==> src/rtl/wb_register_file.sv <==
// -----------------------------------------------------------------------------
// wb_register_file
//
// Writeback stage and integer register file of the five-stage RISC-V pipeline.
// Selects the writeback value (ALU result, load data or PC+4) from the
// memory/writeback pipeline register, commits it to a 32 x XLEN register file,
// and serves the two decode-stage read ports with same-cycle write-through
// bypass. A free-running counter records every committed register write.
//
// Ports
//   clk                          rising-edge clock
//   reset                        synchronous, active-high reset
//   alu_or_load_or_pc_plus_four  writeback select: 00 ALU, 01 load, 10 PC+4,
//                                11 reserved (bubble)
//   reg_write                    writeback enable from the pipeline register
//   rd_address                   destination register
//   alu_result                   ALU result
//   read_data                    load data from data memory
//   pc_plus_four                 return address for JAL/JALR
//   rs1_address, rs2_address     decode read port addresses
//   rs1_data, rs2_data           decode read port data (combinational)
//   wb_data                      selected writeback value (combinational)
//   wb_commit                    a write commits at the next edge (combinational)
//   write_count                  registered count of committed writes (wraps)
// -----------------------------------------------------------------------------
module wb_register_file #(
    parameter int XLEN  = 32,
    parameter int NREGS = 32
) (
    input  logic            clk,
    input  logic            reset,
    input  logic [1:0]      alu_or_load_or_pc_plus_four,
    input  logic            reg_write,
    input  logic [4:0]      rd_address,
    input  logic [XLEN-1:0] alu_result,
    input  logic [XLEN-1:0] read_data,
    input  logic [XLEN-1:0] pc_plus_four,
    input  logic [4:0]      rs1_address,
    input  logic [4:0]      rs2_address,
    output logic [XLEN-1:0] rs1_data,
    output logic [XLEN-1:0] rs2_data,
    output logic [XLEN-1:0] wb_data,
    output logic            wb_commit,
    output logic [31:0]     write_count
);

    localparam logic [1:0] SEL_ALU      = 2'b00;
    localparam logic [1:0] SEL_LOAD     = 2'b01;
    localparam logic [1:0] SEL_PC4      = 2'b10;
    localparam logic [1:0] SEL_RESERVED = 2'b11;

    logic [XLEN-1:0] regs [0:NREGS-1];
    logic [31:0]     count;

    // Writeback source mux; the reserved encoding yields zero so a bubble
    // never shows stale data on wb_data.
    function automatic logic [XLEN-1:0] select_wb(
        input logic [1:0]      sel,
        input logic [XLEN-1:0] alu,
        input logic [XLEN-1:0] load,
        input logic [XLEN-1:0] pc4
    );
        logic [XLEN-1:0] result;
        case (sel)
            SEL_ALU:  result = alu;
            SEL_LOAD: result = load;
            SEL_PC4:  result = pc4;
            default:  result = '0;
        endcase
        return result;
    endfunction

    // Read-port resolution: reset and x0 force zero, then the in-flight
    // writeback wins over the array so decode sees the value committing at
    // this edge without waiting a cycle.
    function automatic logic [XLEN-1:0] resolve_read(
        input logic            rst_active,
        input logic [4:0]      addr,
        input logic            commit,
        input logic [4:0]      wr_addr,
        input logic [XLEN-1:0] wr_data,
        input logic [XLEN-1:0] stored
    );
        logic [XLEN-1:0] result;
        if (rst_active || addr == 5'd0) begin
            result = '0;
        end else if (commit && addr == wr_addr) begin
            result = wr_data;
        end else begin
            result = stored;
        end
        return result;
    endfunction

    always_comb begin
        wb_data   = select_wb(alu_or_load_or_pc_plus_four, alu_result,
                              read_data, pc_plus_four);
        wb_commit = reg_write && (rd_address != 5'd0)
                    && (alu_or_load_or_pc_plus_four != SEL_RESERVED) && !reset;
    end

    always_comb begin
        rs1_data = resolve_read(reset, rs1_address, wb_commit, rd_address,
                                wb_data, regs[rs1_address]);
        rs2_data = resolve_read(reset, rs2_address, wb_commit, rd_address,
                                wb_data, regs[rs2_address]);
    end

    // wb_commit already excludes reset, x0 and the reserved select, so the
    // array and counter only need to follow it.
    always_ff @(posedge clk) begin
        if (reset) begin
            for (int i = 0; i < NREGS; i++) begin
                regs[i] <= '0;
            end
            count <= '0;
        end else if (wb_commit) begin
            regs[rd_address] <= wb_data;
            count            <= count + 32'd1;
        end
    end

    assign write_count = count;

endmodule

==> config.mk <==
export PLATFORM = sky130hd
export DESIGN_NAME = wb_register_file
export DESIGN_NICKNAME = d
export VERILOG_FILES = /design/src/rtl/wb_register_file.sv
export SDC_FILE = /design/constraint.sdc
export NUM_CORES = 2
export LEC_CHECK = 0
export BUFFER_PORTS_ARGS = -buffer_cell sky130_fd_sc_hd__buf_4
export CAP_MARGIN = 0
export CORE_ASPECT_RATIO = 1.25
export CORE_UTILIZATION = 60
export DETAILED_ROUTE_END_ITERATION = 10
export PLACE_DENSITY = 0.75
export SETUP_SLACK_MARGIN = 0.1
export SYNTH_ARGS = -nofsm -noshare
export SYNTH_HDL_FRONTEND = slang
export SYNTH_SLANG_ARGS = --single-unit
==> constraint.sdc <==
create_clock -name clk -period 3.6 [get_ports clk]
set_input_delay 0.54 -clock clk [delete_from_list [all_inputs] [get_ports clk]]
set_output_delay 0.54 -clock clk [all_outputs]
set_load 0.005 [all_outputs]
# Yosys cells after proc, flatten, opt, wreduce, memory -nomap -nowiden
# Memory sizes are Yosys's and may differ from the RTL's.
# Index checks and enable logic that the tools add are counted.
dict set report word_totals {
  ram_bits 1024
  latchBits 0
  rom_bits 0
  inputBits 116
  ff_bits 32
  elab_cells 34
  memories 1
}
# name words width read_ports rd_clocked_by_memory_dff wr line_no
set memory_table {}
lappend memory_table {regs 32 32 2 0 32 52} ;# logic [XLEN-1:0] regs [0:NREGS-1];
dict set report classes {
  order_cmp 0
  n_reduce_logical 13
  mul 0
  n_addsub 1
  muxes 13
  div 0
  eq_ne 5
  n_shift 0
  n_bitwise 0
}
# op count
set op_table {}
lappend op_table {{32-bit two-way mux} 5}
lappend op_table {{32-bit case mux with 3 select lines} 1}
lappend op_table {{32-bit by 1-bit adder with 32-bit output, second input constant} 1}
lappend op_table {{32-bit OR reduction} 1}
lappend op_table {{5-bit equality test} 2}
lappend op_table {{5-bit logical NOT} 2}
lappend op_table {{1-bit two-way mux} 6}
lappend op_table {{1-bit logical AND} 5}
lappend op_table {{5-bit two-way mux} 1}
lappend op_table {{5-bit nonzero test} 1}
lappend op_table {{2-bit by 1-bit equality test with 1-bit output, second input constant} 1}
lappend op_table {{2-bit equality test, second input constant} 1}
lappend op_table {{2-bit logical NOT} 1}
lappend op_table {{1-bit logical OR} 2}
lappend op_table {{2-bit inequality test, second input constant} 1}
lappend op_table {{1-bit logical NOT} 1}

# Logic depth before layout (Yosys ltp)
dict set report depth {
  ltp_word 9
  mapped_depth 9
}

# Worst setup path before layout
# Ideal clock, no wire load.
dict set report synth_timing {
  kind {input -> output}
  from {input rs1_address[1]}
  to {output rs1_data[22]}
  t_arrival_ns 2.670
  path_stages 7
  required_time_ns 3.060
  path_buffers 3
  slack_ns 0.390
  cell_sequence {clkbuf_1 -> clkbuf_1 -> clkbuf_1 -> mux4_2 -> mux4_2 -> nor2b_1 -> or3_1}
}
dict set report synth_via {
  elab_chain_len 4
  elab_cells_between_ends 7
}
# element line_no
set synth_lines {}
lappend synth_lines {{start: declaration} 38} ;# input logic [4:0] rs1_address,
lappend synth_lines {{parallel branches: the longest is 3 deep, another holds memory read 32 x 32 bit} -}
lappend synth_lines {{32-bit two-way mux *} 85} ;# if (rst_active || addr == 5'd0) begin
lappend synth_lines {{end: declaration} 40} ;# output logic [XLEN-1:0] rs1_data,
# Mark *: on every way between the ends.

==> results.sh <==
export IMPL_synth_compound_area_frac=0.0328
export IMPL_hold_path_class="input port to flop"
export IMPL_nNetsFinal=4158
export IMPL_synth_top_area_frac=0.566
export IMPL_vias_per_cell=7.25
export IMPL_yosys_warnings=0
export IMPL_path_clk_slew_ns=0.07
export IMPL_synth_edf_count=1024
export IMPL_drtIter0Drc=6010
export IMPL_slew_headroom=0.359
export IMPL_cts_root_buf="clkbuf_16"
export IMPL_grtUsageMet3=0.115
export IMPL_cts_sinks=1056
export IMPL_globalRouteMet2Util=0.621
export IMPL_critPathMaxFanout=2
export IMPL_gp_congestion=0.889
export IMPL_r2r_start="write_count[3]"
export IMPL_synth_cells=3809
export IMPL_drive_gt1_frac=0.324
export IMPL_cp_arrival_ns=3.00
export IMPL_worst_slack_ns=0.0646
export IMPL_synth_area_leaders="edfxtp_1 (57%), mux4_2 (24%), nor2_1 (7.7%), clkbuf_1 (2.1%), a22oi_1 (1.7%)"
export IMPL_insertion_delay_ns=0.68
export IMPL_reg2reg_depth=5
export IMPL_drv_cap=0
export IMPL_htree_num_levels=3
export IMPL_clk_path_buf_depth=3
export IMPL_worstPathRequired_ns=3.06
export IMPL_port_buffer_count=244
export IMPL_grt_use_total=0.393
export IMPL_yosys_area_top_type="edfxtp_1"
export IMPL_drt_total_wl_um=180000
export IMPL_grt_pass1_wl_um=256000
export IMPL_drc=0
export IMPL_rows=123
export IMPL_dp_hpwl_um=107000
export IMPL_rrSetupSlack_ns=1.46
export IMPL_antenna_found_initial=10
export IMPL_async_reset_ff_frac=0
export IMPL_powerDensity_mw_per_mm2=472
export IMPL_max_freq_mhz=283
export IMPL_ir_drop_mv=0.399
export IMPL_ys_seq_area_frac=0.578
export IMPL_r2r_end="write_count[29]"
export IMPL_synthAdderAreaFrac=0.000230
export IMPL_clock_skew_ns=0.00424
export IMPL_grt_max_degree=58
export IMPL_synth_cell_type_count=45
export IMPL_dieHeight_um=338
export IMPL_yosys_area_share_simple=0.107
export IMPL_finalCriticalPeriod_ns=3.54
export IMPL_place_ws_ns=0.0286
export IMPL_syn_mean_instance_area_um2=14.3
export IMPL_startpoint_type="flop"
export IMPL_rsz0062_at_grt="yes"
export IMPL_die_area_mm2=0.0917
export IMPL_worst_pin_slew_ns=0.958
export IMPL_die_width_um=271
export IMPL_syn_to_final_growth_pct=16.0
export IMPL_grt_busiest_layer="met2"
export IMPL_synth_seq_cells=1056
export IMPL_endpoint="rs2_data[16]"
export IMPL_setup_violations=0
export IMPL_cp_end_kind="output port"
export IMPL_overflow=0
export IMPL_hold_ws_ns=0.267
export IMPL_initial_core_util=0.604
export IMPL_first_pass_iters=9
export IMPL_power_leakage_nw=21.8
export IMPL_synthMuxAreaShare=0.244
export IMPL_final_cells=5315
export IMPL_crit_start="regs[28][16]"
export IMPL_hold_viol=0
export IMPL_dp_cells=5124
export IMPL_post_route_period_util=0.982
export IMPL_drv_slew=0
export IMPL_total_power_mw=29.8
export IMPL_cts_setup_buffers=0
export IMPL_cts_buffers=102
export IMPL_critPathKind="flop to output port"
export IMPL_status="complete, no violations"
export IMPL_synth_top_family_by_area="multiplexers"
export IMPL_vias=38600
export IMPL_tritoncts="done"
export IMPL_tns_ns=0
export IMPL_ys_flop_type="edfxtp_1"
export IMPL_core_area_mm2=0.0899
export IMPL_wl_per_cell_um=33.8
export IMPL_ioPinCount=245
export IMPL_grtUsageMet1=0.484
export IMPL_synth_xor_area_frac=0.00387
export IMPL_grt_pass1_vias=39000
export IMPL_syn_cell_area_mm2=0.0543
export IMPL_ant_nets=0
-- final cells by class --
cell class	count	area (µm²)
Inverter	42	158
Tap cell	1187	1490
Fill cell	5784	26900
Multi-Input combinational cell	2344	21700
Clock inverter	59	699
Antenna cell	2	5.00
Clock buffer	130	2760
Sequential cell	1056	31400
Timing Repair Buffer	495	4800
-- sequential cells by signal (all words and copies together), names as in the netlist --
signal	flops
write_count	32
regs	1024
-- worst min-delay path by stage --
stage,from,endpoint,slack (ns),cells after the start
after floorplan,write_count[31],write_count[31],0.47,1
after global placement,write_count[20],write_count[20],0.49,2
after detailed placement,write_count[1],write_count[1],0.49,2
after CTS,read_data[12],regs[16][12],0.24,3
after global routing,read_data[12],regs[16][12],0.27,3
final,read_data[14],regs[16][14],0.27,3
-- worst max-delay path: stages (launching register included) --
cell	delay, ns
edfxtp_1	0.43
mux4_2	0.50
mux4_2	0.53
nor2b_4	0.18
buf_4	0.14
or3_4	0.38
buf_4	0.15
-- per-layer routing --
layer / up-vias / part of all wire / wire length [µm]
met5: - / 0.00067 / 121
li1: 15000 / - / -
met4: 14 / 0.068 / 12200
met1: 19000 / 0.31 / 55500
met2: 3691 / 0.48 / 85500
met3: 838 / 0.15 / 26400
-- metrics by stage --
stage | util | cell area (µm²)
after global placement | 0.661 | 59400
after floorplan | - | 54400
after CTS | 0.700 | 62900
after detailed placement | 0.661 | 59400
after global routing | 0.701 | 63000
final | 0.701 | 63000
-- cell families (layout without fill, tap and decap cells) --
logic type / count (synthesis) / after routing
DFF: 1056 / 1056
adders and majority gates: 1 / 1
xor gates and xnor gates: 24 / 24
and+or+nand+nor: 1401 / 1401
AOI/OAI and AO/OA: 274 / 274
other: 1 / 34
buffers and inverters: 440 / 726
muxes: 612 / 612
-- cells in the final DEF, fill, tap and decap left out, drive strengths merged, types with 6 or more instances in the layout --
master       n
nor3         6
dfxtp       32
nand4       12
nor2b       70
nor2      1111
clkinvlp     9
conb        32
nand2       78
bufinv      14
mux4       570
a21oi      108
clkinv      30
buf        493
xnor2       19
inv         48
o21ai       11
nand3       17
a22oi      126
mux2i       42
o31ai        7
edfxtp    1024
or3         78
clkbuf     132
-- where the power goes --
part / internal (mW) / switching, mW / leakage, nW
registers: 14.1 / 0.352 / 10.0
logic: 1.85 / 2.18 / 10.2
clock network: 6.45 / 4.81 / 1.66
-- cell usage after synthesis (all sizes together) (6+ instances only) --
| library cell | n |
|---|---|
| nand2 | 78 |
| edfxtp | 1024 |
| inv | 42 |
| dfxtp | 32 |
| nand4 | 12 |
| mux2i | 42 |
| nand3 | 17 |
| a21oi | 108 |
| nor3 | 6 |
| mux4 | 570 |
| o31ai | 7 |
| buf | 89 |
| a22oi | 126 |
| nor2 | 1111 |
| clkbuf | 309 |
| or3 | 78 |
| xnor2 | 19 |
| nor2b | 70 |
| o21ai | 11 |
-- timing repair --
item | 4_1_cts | 5_1_grt
pin swaps | 0 | 0
resized for setup | 5 | 10
endpoints found under the setup margin | 2 | 14
hold buffers | 0 | 0
gates cloned | 0 | 0
(Power assumes the default switching activity.)
